==> config.mk <==
export PLATFORM = sky130hd
export DESIGN_NAME = fifo_rd_packer
export DESIGN_NICKNAME = d
export VERILOG_FILES = /design/src/rtl/fifo_stream_pkg.sv /design/src/rtl/fifo_word_packer.sv /design/src/rtl/fifo_rd_packer.sv
export SDC_FILE = /design/constraint.sdc
export NUM_CORES = 1
export LEC_CHECK = 0
export CORE_ASPECT_RATIO = 0.5
export CORE_MARGIN = 2
export CORE_UTILIZATION = 45
export DETAILED_ROUTE_END_ITERATION = 7
export PLACE_DENSITY_LB_ADDON = 0.12
export SYNTH_ARGS = -nofsm -noshare
export SYNTH_HDL_FRONTEND = slang
export SYNTH_SLANG_ARGS = --single-unit
==> constraint.sdc <==
create_clock -name rdclk -period 2.5 [get_ports rdclk]
set_input_delay 0.375 -clock rdclk [delete_from_list [all_inputs] [get_ports rdclk]]
set_output_delay 0.375 -clock rdclk [all_outputs]
set_load 0.05 [all_outputs]
==> src/rtl/fifo_stream_pkg.sv <==
// fifo_stream_pkg: shared widths and helpers for the FIFO read-side packer.
// Lane defaults, counter sizing and the contiguous byte-keep mask.
package fifo_stream_pkg;

    localparam int DATA_WIDTH_DEF = 8;
    localparam int PACK_DEF       = 4;
    localparam int unsigned MAX_PACK = 32;

    // Bits needed to index one lane of a PACK-lane word.
    function automatic int lane_idx_w(input int pack);
        return (pack > 1) ? $clog2(pack) : 1;
    endfunction

    // Bits needed to count 0..PACK held lanes.
    function automatic int cnt_w(input int pack);
        return $clog2(pack + 1);
    endfunction

    // Low n bits set: lane-valid mask for n bytes from lane 0.
    function automatic logic [MAX_PACK-1:0] keep_mask(
        input int unsigned n
    );
        logic [MAX_PACK-1:0] m;
        m = '0;
        for (int unsigned i = 0; i < MAX_PACK; i++) begin
            m[i] = (i < n);
        end
        return m;
    endfunction

endpackage

==> src/rtl/fifo_word_packer.sv <==
// fifo_word_packer: byte assembly register for fifo_rd_packer.
// Holds up to PACK lanes, counts them and exposes the masked word.
module fifo_word_packer
    import fifo_stream_pkg::*;
#(
    parameter int DATA_WIDTH = DATA_WIDTH_DEF,
    parameter int PACK       = PACK_DEF
) (
    input  logic                         clk,
    input  logic                         rst,
    input  logic                         cap,
    input  logic [DATA_WIDTH-1:0]        cap_data,
    input  logic                         take,
    output logic [cnt_w(PACK)-1:0]       asm_cnt,
    output logic [DATA_WIDTH*PACK-1:0]   asm_data,
    output logic [PACK-1:0]              part_keep
);

    localparam int CW = cnt_w(PACK);

    logic [CW-1:0]         cnt;
    logic [CW-1:0]         cnt_base;
    logic [DATA_WIDTH-1:0] lanes [PACK];

    // A take empties the register, so a same-cycle byte lands in lane 0.
    assign cnt_base = take ? '0 : cnt;
    assign asm_cnt  = cnt;

    // Lane counter: cleared by reset or take, bumped by each capture.
    always_ff @(posedge clk) begin
        if (rst) begin
            cnt <= '0;
        end else begin
            cnt <= cnt_base + CW'(cap);
        end
    end

    // Lane storage: the captured byte goes to the next free lane.
    always_ff @(posedge clk) begin
        for (int i = 0; i < PACK; i++) begin
            if (cap && (cnt_base == CW'(i))) begin
                lanes[i] <= cap_data;
            end
        end
    end

    // Word view: lanes beyond the count read as zero.
    always_comb begin
        asm_data = '0;
        for (int i = 0; i < PACK; i++) begin
            if (CW'(i) < cnt) begin
                asm_data[i*DATA_WIDTH +: DATA_WIDTH] = lanes[i];
            end
        end
    end

    assign part_keep = PACK'(keep_mask(32'(cnt)));

endmodule

==> src/rtl/fifo_rd_packer.sv <==
// fifo_rd_packer: drains the async FIFO read port and packs bytes into words.
// Valid/ready master output with flush-driven partial words (keep + last).
module fifo_rd_packer
    import fifo_stream_pkg::*;
#(
    parameter int DATA_WIDTH = DATA_WIDTH_DEF,
    parameter int PACK       = PACK_DEF
) (
    input  logic                       rdclk,
    input  logic                       rdrst,
    input  logic                       fifo_empty,
    input  logic [DATA_WIDTH-1:0]      fifo_dout,
    output logic                       rd_en,
    input  logic                       flush,
    output logic                       m_valid,
    input  logic                       m_ready,
    output logic [DATA_WIDTH*PACK-1:0] m_data,
    output logic [PACK-1:0]            m_keep,
    output logic                       m_last
);

    localparam int OUT_WIDTH = DATA_WIDTH * PACK;
    localparam int CW        = cnt_w(PACK);
    localparam int CW1       = CW + 1;

    logic [CW-1:0]        asm_cnt;
    logic [OUT_WIDTH-1:0] asm_data;
    logic [PACK-1:0]      part_keep;

    logic inflight;
    logic flush_pend;
    logic out_free;
    logic asm_full;
    logic asm_empty;
    logic xfer_full;
    logic xfer_part;
    logic xfer;
    logic credit_ok;
    logic pend_done;

    assign out_free  = !m_valid || m_ready;
    assign asm_full  = (asm_cnt == CW'(PACK));
    assign asm_empty = (asm_cnt == '0);

    assign xfer_full = out_free && asm_full;
    assign xfer_part = out_free && flush_pend && !inflight
                     && !asm_empty && !asm_full;
    assign xfer      = xfer_full || xfer_part;

    // Held plus in-flight bytes must leave room for the next one.
    assign credit_ok = ({1'b0, asm_cnt} + {{CW{1'b0}}, inflight})
                     < CW1'(PACK);

    // Nothing left to emit: the flush completes without a word.
    assign pend_done = flush_pend && asm_empty && !inflight;

    assign rd_en = !rdrst && !fifo_empty && !flush_pend
                 && (credit_ok || xfer_full);

    fifo_word_packer #(
        .DATA_WIDTH (DATA_WIDTH),
        .PACK       (PACK)
    ) u_packer (
        .clk        (rdclk),
        .rst        (rdrst),
        .cap        (inflight),
        .cap_data   (fifo_dout),
        .take       (xfer),
        .asm_cnt    (asm_cnt),
        .asm_data   (asm_data),
        .part_keep  (part_keep)
    );

    // Read tracking and flush request latch.
    always_ff @(posedge rdclk) begin
        if (rdrst) begin
            inflight   <= 1'b0;
            flush_pend <= 1'b0;
        end else begin
            inflight <= rd_en;
            if (xfer_part || pend_done) begin
                flush_pend <= 1'b0;
            end else if (flush) begin
                flush_pend <= 1'b1;
            end
        end
    end

    // Output holding register: loads on transfer, empties on accept.
    always_ff @(posedge rdclk) begin
        if (rdrst) begin
            m_valid <= 1'b0;
            m_data  <= '0;
            m_keep  <= '0;
            m_last  <= 1'b0;
        end else if (xfer) begin
            m_valid <= 1'b1;
            m_data  <= asm_data;
            m_keep  <= xfer_full ? '1 : part_keep;
            m_last  <= xfer_part;
        end else if (m_ready) begin
            m_valid <= 1'b0;
        end
    end

endmodule
==> out/metrics.yaml <==
detailed_routing:
  viasPerCell: 4.99
  first_pass_iters: 4
  met1_length_um: 2660
  num_vias: 1800
  dr_wl_met2_um: 2410
  wl_met3_um: 209
  maxUsedRoutingLayer: "met4"
  drc: 0
  wl_per_cell_um: 14.7
  drtAntennaViolNets: 0
  routed_wl_um: 5300
  drtIter0Drc: 81
global_route:
  grt_pass1_wl_um: 8510
  overflow: 0
  grt_max_degree: 34
  grtUsageTotal_pct: 17.0
  grt_pass1_vias: 1751
  antenna_found_initial: 0
logic_synthesis:
  ys_seq_elements: 75
  avgSynthCellArea_um2: 12.3
  synth-edff-count: 32
  syn_inst: 221
  async_reset_ff_share_pct: 0
  yosysWarnings: 0
  yosysUniqueCellTypes: 29
  synth-seq-area-share_pct: 67.2
  synth_nets: 236
  ys.flop_type: "dfxtp_1"
  syn_area_um2: 2710
worst_setup_path:
  crit_slowest_cell: "clkdlybuf4s50_1"
  cp-start-kind: "input port"
  arrival_ns: 1.89
  critPathBufInv: 3
  crit_type: "in2out"
  critical_path.max_fanout: 6
  end_kind: "output pin"
  crit_cells: 7
  rr_worst_depth: 7
  critical_path.cell_chain: "clkdlybuf4s50_1, and2b_4, buf_4, o21ai_0, a21oi_1, nor4_2, buf_12"
  path_delay_family: "buffers and inverters"
  cp_slowest_stage_delay_ns: 0.45
  critPathRequiredTime_ns: 2.12
timing:
  tightestPinTransition_ns: 0.936
  finalClockSkew_ns: 0.00422
  rsz0062_at_grt: "no"
  timing.fmax_mhz: 442
  finalSetupTns_ns: 0
  period_share_pct: 90.5
  maxSlewViolCount: 0
  finalCriticalPeriod_ns: 2.26
  final-setup-viol-count: 0
  hold_viol_final: 0
  slew_headroom_pct: 37.5
clock_tree:
  clock_path_buffers: 2
  cts_htree_levels: 3
  cts-root-buf: "clkbuf_16"
  cts_tree: "built"
  post-cts-setup-buffers: 0
  path_clk_slew_ns: 0.06
  cts_hold_buffers: 0
  cts_sinks: 75
  cts_made_buffers: 9
  insertion_delay_ns: 0.32
  post_cts_resized: 0
floorplan:
  initial_core_util_pct: 47.9
  die_w_um: 114
  die_area_um2: 6700
  io_pins: 52
  floorplan.rows: 19
  die_height_um: 58.9
  core_area_um2: 5660
pwr:
  p_sw_share_pct: 20.3
  seqPwrFrac_pct: 46.4
  p_int_mw: 2.26
  power.net_switching_uw: 576
  peakVddDrop_mv: 0.464
  pwr_density_cell_nw_per_um2: 767
  p_leak_nw: 1.43
  power_frac_clock_pct: 48.6
  combinationalPowerShare_pct: 5.0
finish:
  syn2layout_area_growth_pct: 36.1
  nFillCells: 434
  final_nets: 298
  antenna_cells: 0
  fin_cells: 361
  drive_gt1_share_pct: 12.5
placement:
  place_hpwl_um: 3610
  dp_cells: 345
  port_buffers: 51
  gp_congestion: 0.817
min_path:
  min_path_cells: 2
  hold_class: "reg2reg"
job:
  cap_violations: 0
outcome:
  outcome: "finished, final reports clean"
[layer usage]
| metal | up-vias | track usage [%] |
|---|---|---|
| li1 | 904 | - |
| met1 | 863 | 22.0 |
| met2 | 31 | 27.5 |
| met3 | 2 | 6.08 |
| met4 | 0 | 5.23 |
| met5 | - | 0 |
[power by group through the flow]
stage	combinational [mW]	sequential [mW]	clock (mW)
2_1_floorplan	0.0671	1.35	0
3_3_place_gp	0.140	1.34	0
3_5_place_dp	0.142	1.34	0
4_1_cts	0.143	1.31	1.40
5_1_grt	0.152	1.32	1.47
6_report	0.141	1.31	1.38
[logic make-up (layout without fill, tap and decap cells)]
family,after synthesis,count (layout),synth area share [%]
compound gates,24,24,6.04
mux,24,24,8.86
simple gates,79,79,14.0
flops,75,75,67.2
fa+ha+maj,2,2,0.922
buf+inv,17,84,3.04
[final cells by class]
| cell class | instances | area (µm²) | area share [%] |
|---|---|---|---|
| Clock inverter | 6 | 88.8 | 2.41 |
| Multi-Input combinational cell | 129 | 821 | 22.2 |
| Inverter | 5 | 18.8 | 0.508 |
| Clock buffer | 10 | 239 | 6.47 |
| Tap cell | 73 | 91.3 | 2.47 |
| Sequential cell | 75 | 1820 | 49.4 |
| Timing Repair Buffer | 63 | 611 | 16.5 |
[Yosys cell counts (2+ instances only)]
library cell	instances	area, µm²
a21oi_1	7	35.0
nand2b_1	3	18.8
o21ai_0	5	25.0
nor2_1	7	26.3
a22o_1	8	70.1
edfxtp_1	32	961
ha_1	2	25.0
nor2b_1	2	12.5
nor3_1	4	20.0
buf_2	3	15.0
clkbuf_1	7	26.3
buf_6	2	22.5
or3_1	2	12.5
nor4_1	5	31.3
inv_1	4	15.0
dfxtp_1	43	861
nand2_1	50	188
mux2i_1	24	240
[through the flow]
| stage | utilization (%) | power [mW] | hold slack, ns | area, µm² | worst slack, ns |
|---|---|---|---|---|---|
| 3_5_place_dp | 59.4 | 1.48 | 0.453 | 3360 | 0.00206 |
| 4_1_cts | 65.2 | 2.86 | 0.462 | 3690 | 0.225 |
| 5_1_grt | 65.2 | 2.93 | 0.482 | 3690 | 0.138 |
| 6_report | 65.2 | 2.83 | 0.458 | 3690 | 0.239 |
| 3_3_place_gp | 59.4 | 1.48 | 0.447 | 3360 | 0.0727 |
| 2_1_floorplan | - | 1.42 | 0.442 | 2720 | 0.240 |
[path summary, 6_finish.rpt]
kind | from | endpoint | slack (ns)
max | m_ready | rd_en | 0.24
min | m_data[3]$_SDFFE_PP0P_ | m_data[3]$_SDFFE_PP0P_ | 0.46
max reg2reg | u_packer.asm_cnt[0]$_SDFF_PP0_ | u_packer.asm_cnt[2]$_SDFF_PP0_ | 0.38
min reg2reg | m_data[3]$_SDFFE_PP0P_ | m_data[3]$_SDFFE_PP0P_ | 0.46
[registers in the layout (all words and copies together), names as in the netlist]
signal and cells:
m_data 32, u_packer.lanes 32, m_keep 4, u_packer.asm_cnt 3
flush_pend 1, inflight 1, m_last 1, m_valid 1
[cells in the final DEF, fill, tap and decap left out, types with 2 or more instances in the layout]
master / n
a21oi_1: 7
a22o_1: 8
buf_4: 12
bufinv_16: 2
clkbuf_16: 9
clkdlybuf4s50_1: 50
clkinvlp_4: 2
dfxtp_1: 43
edfxtp_1: 32
ha_1: 2
inv_1: 4
mux2i_1: 24
nand2_1: 50
nand2b_1: 3
nor2_1: 7
nor2b_1: 2
nor3_1: 4
nor4_1: 4
o21ai_0: 5
or3_1: 2
[tightest hold or removal path, stage by stage, from the launching register on]
cell,delay [ns]
dfxtp_1,0.31
nand2_1,0.05
mux2i_1,0.05
Note: power is estimated with default switching activity, not from simulation.
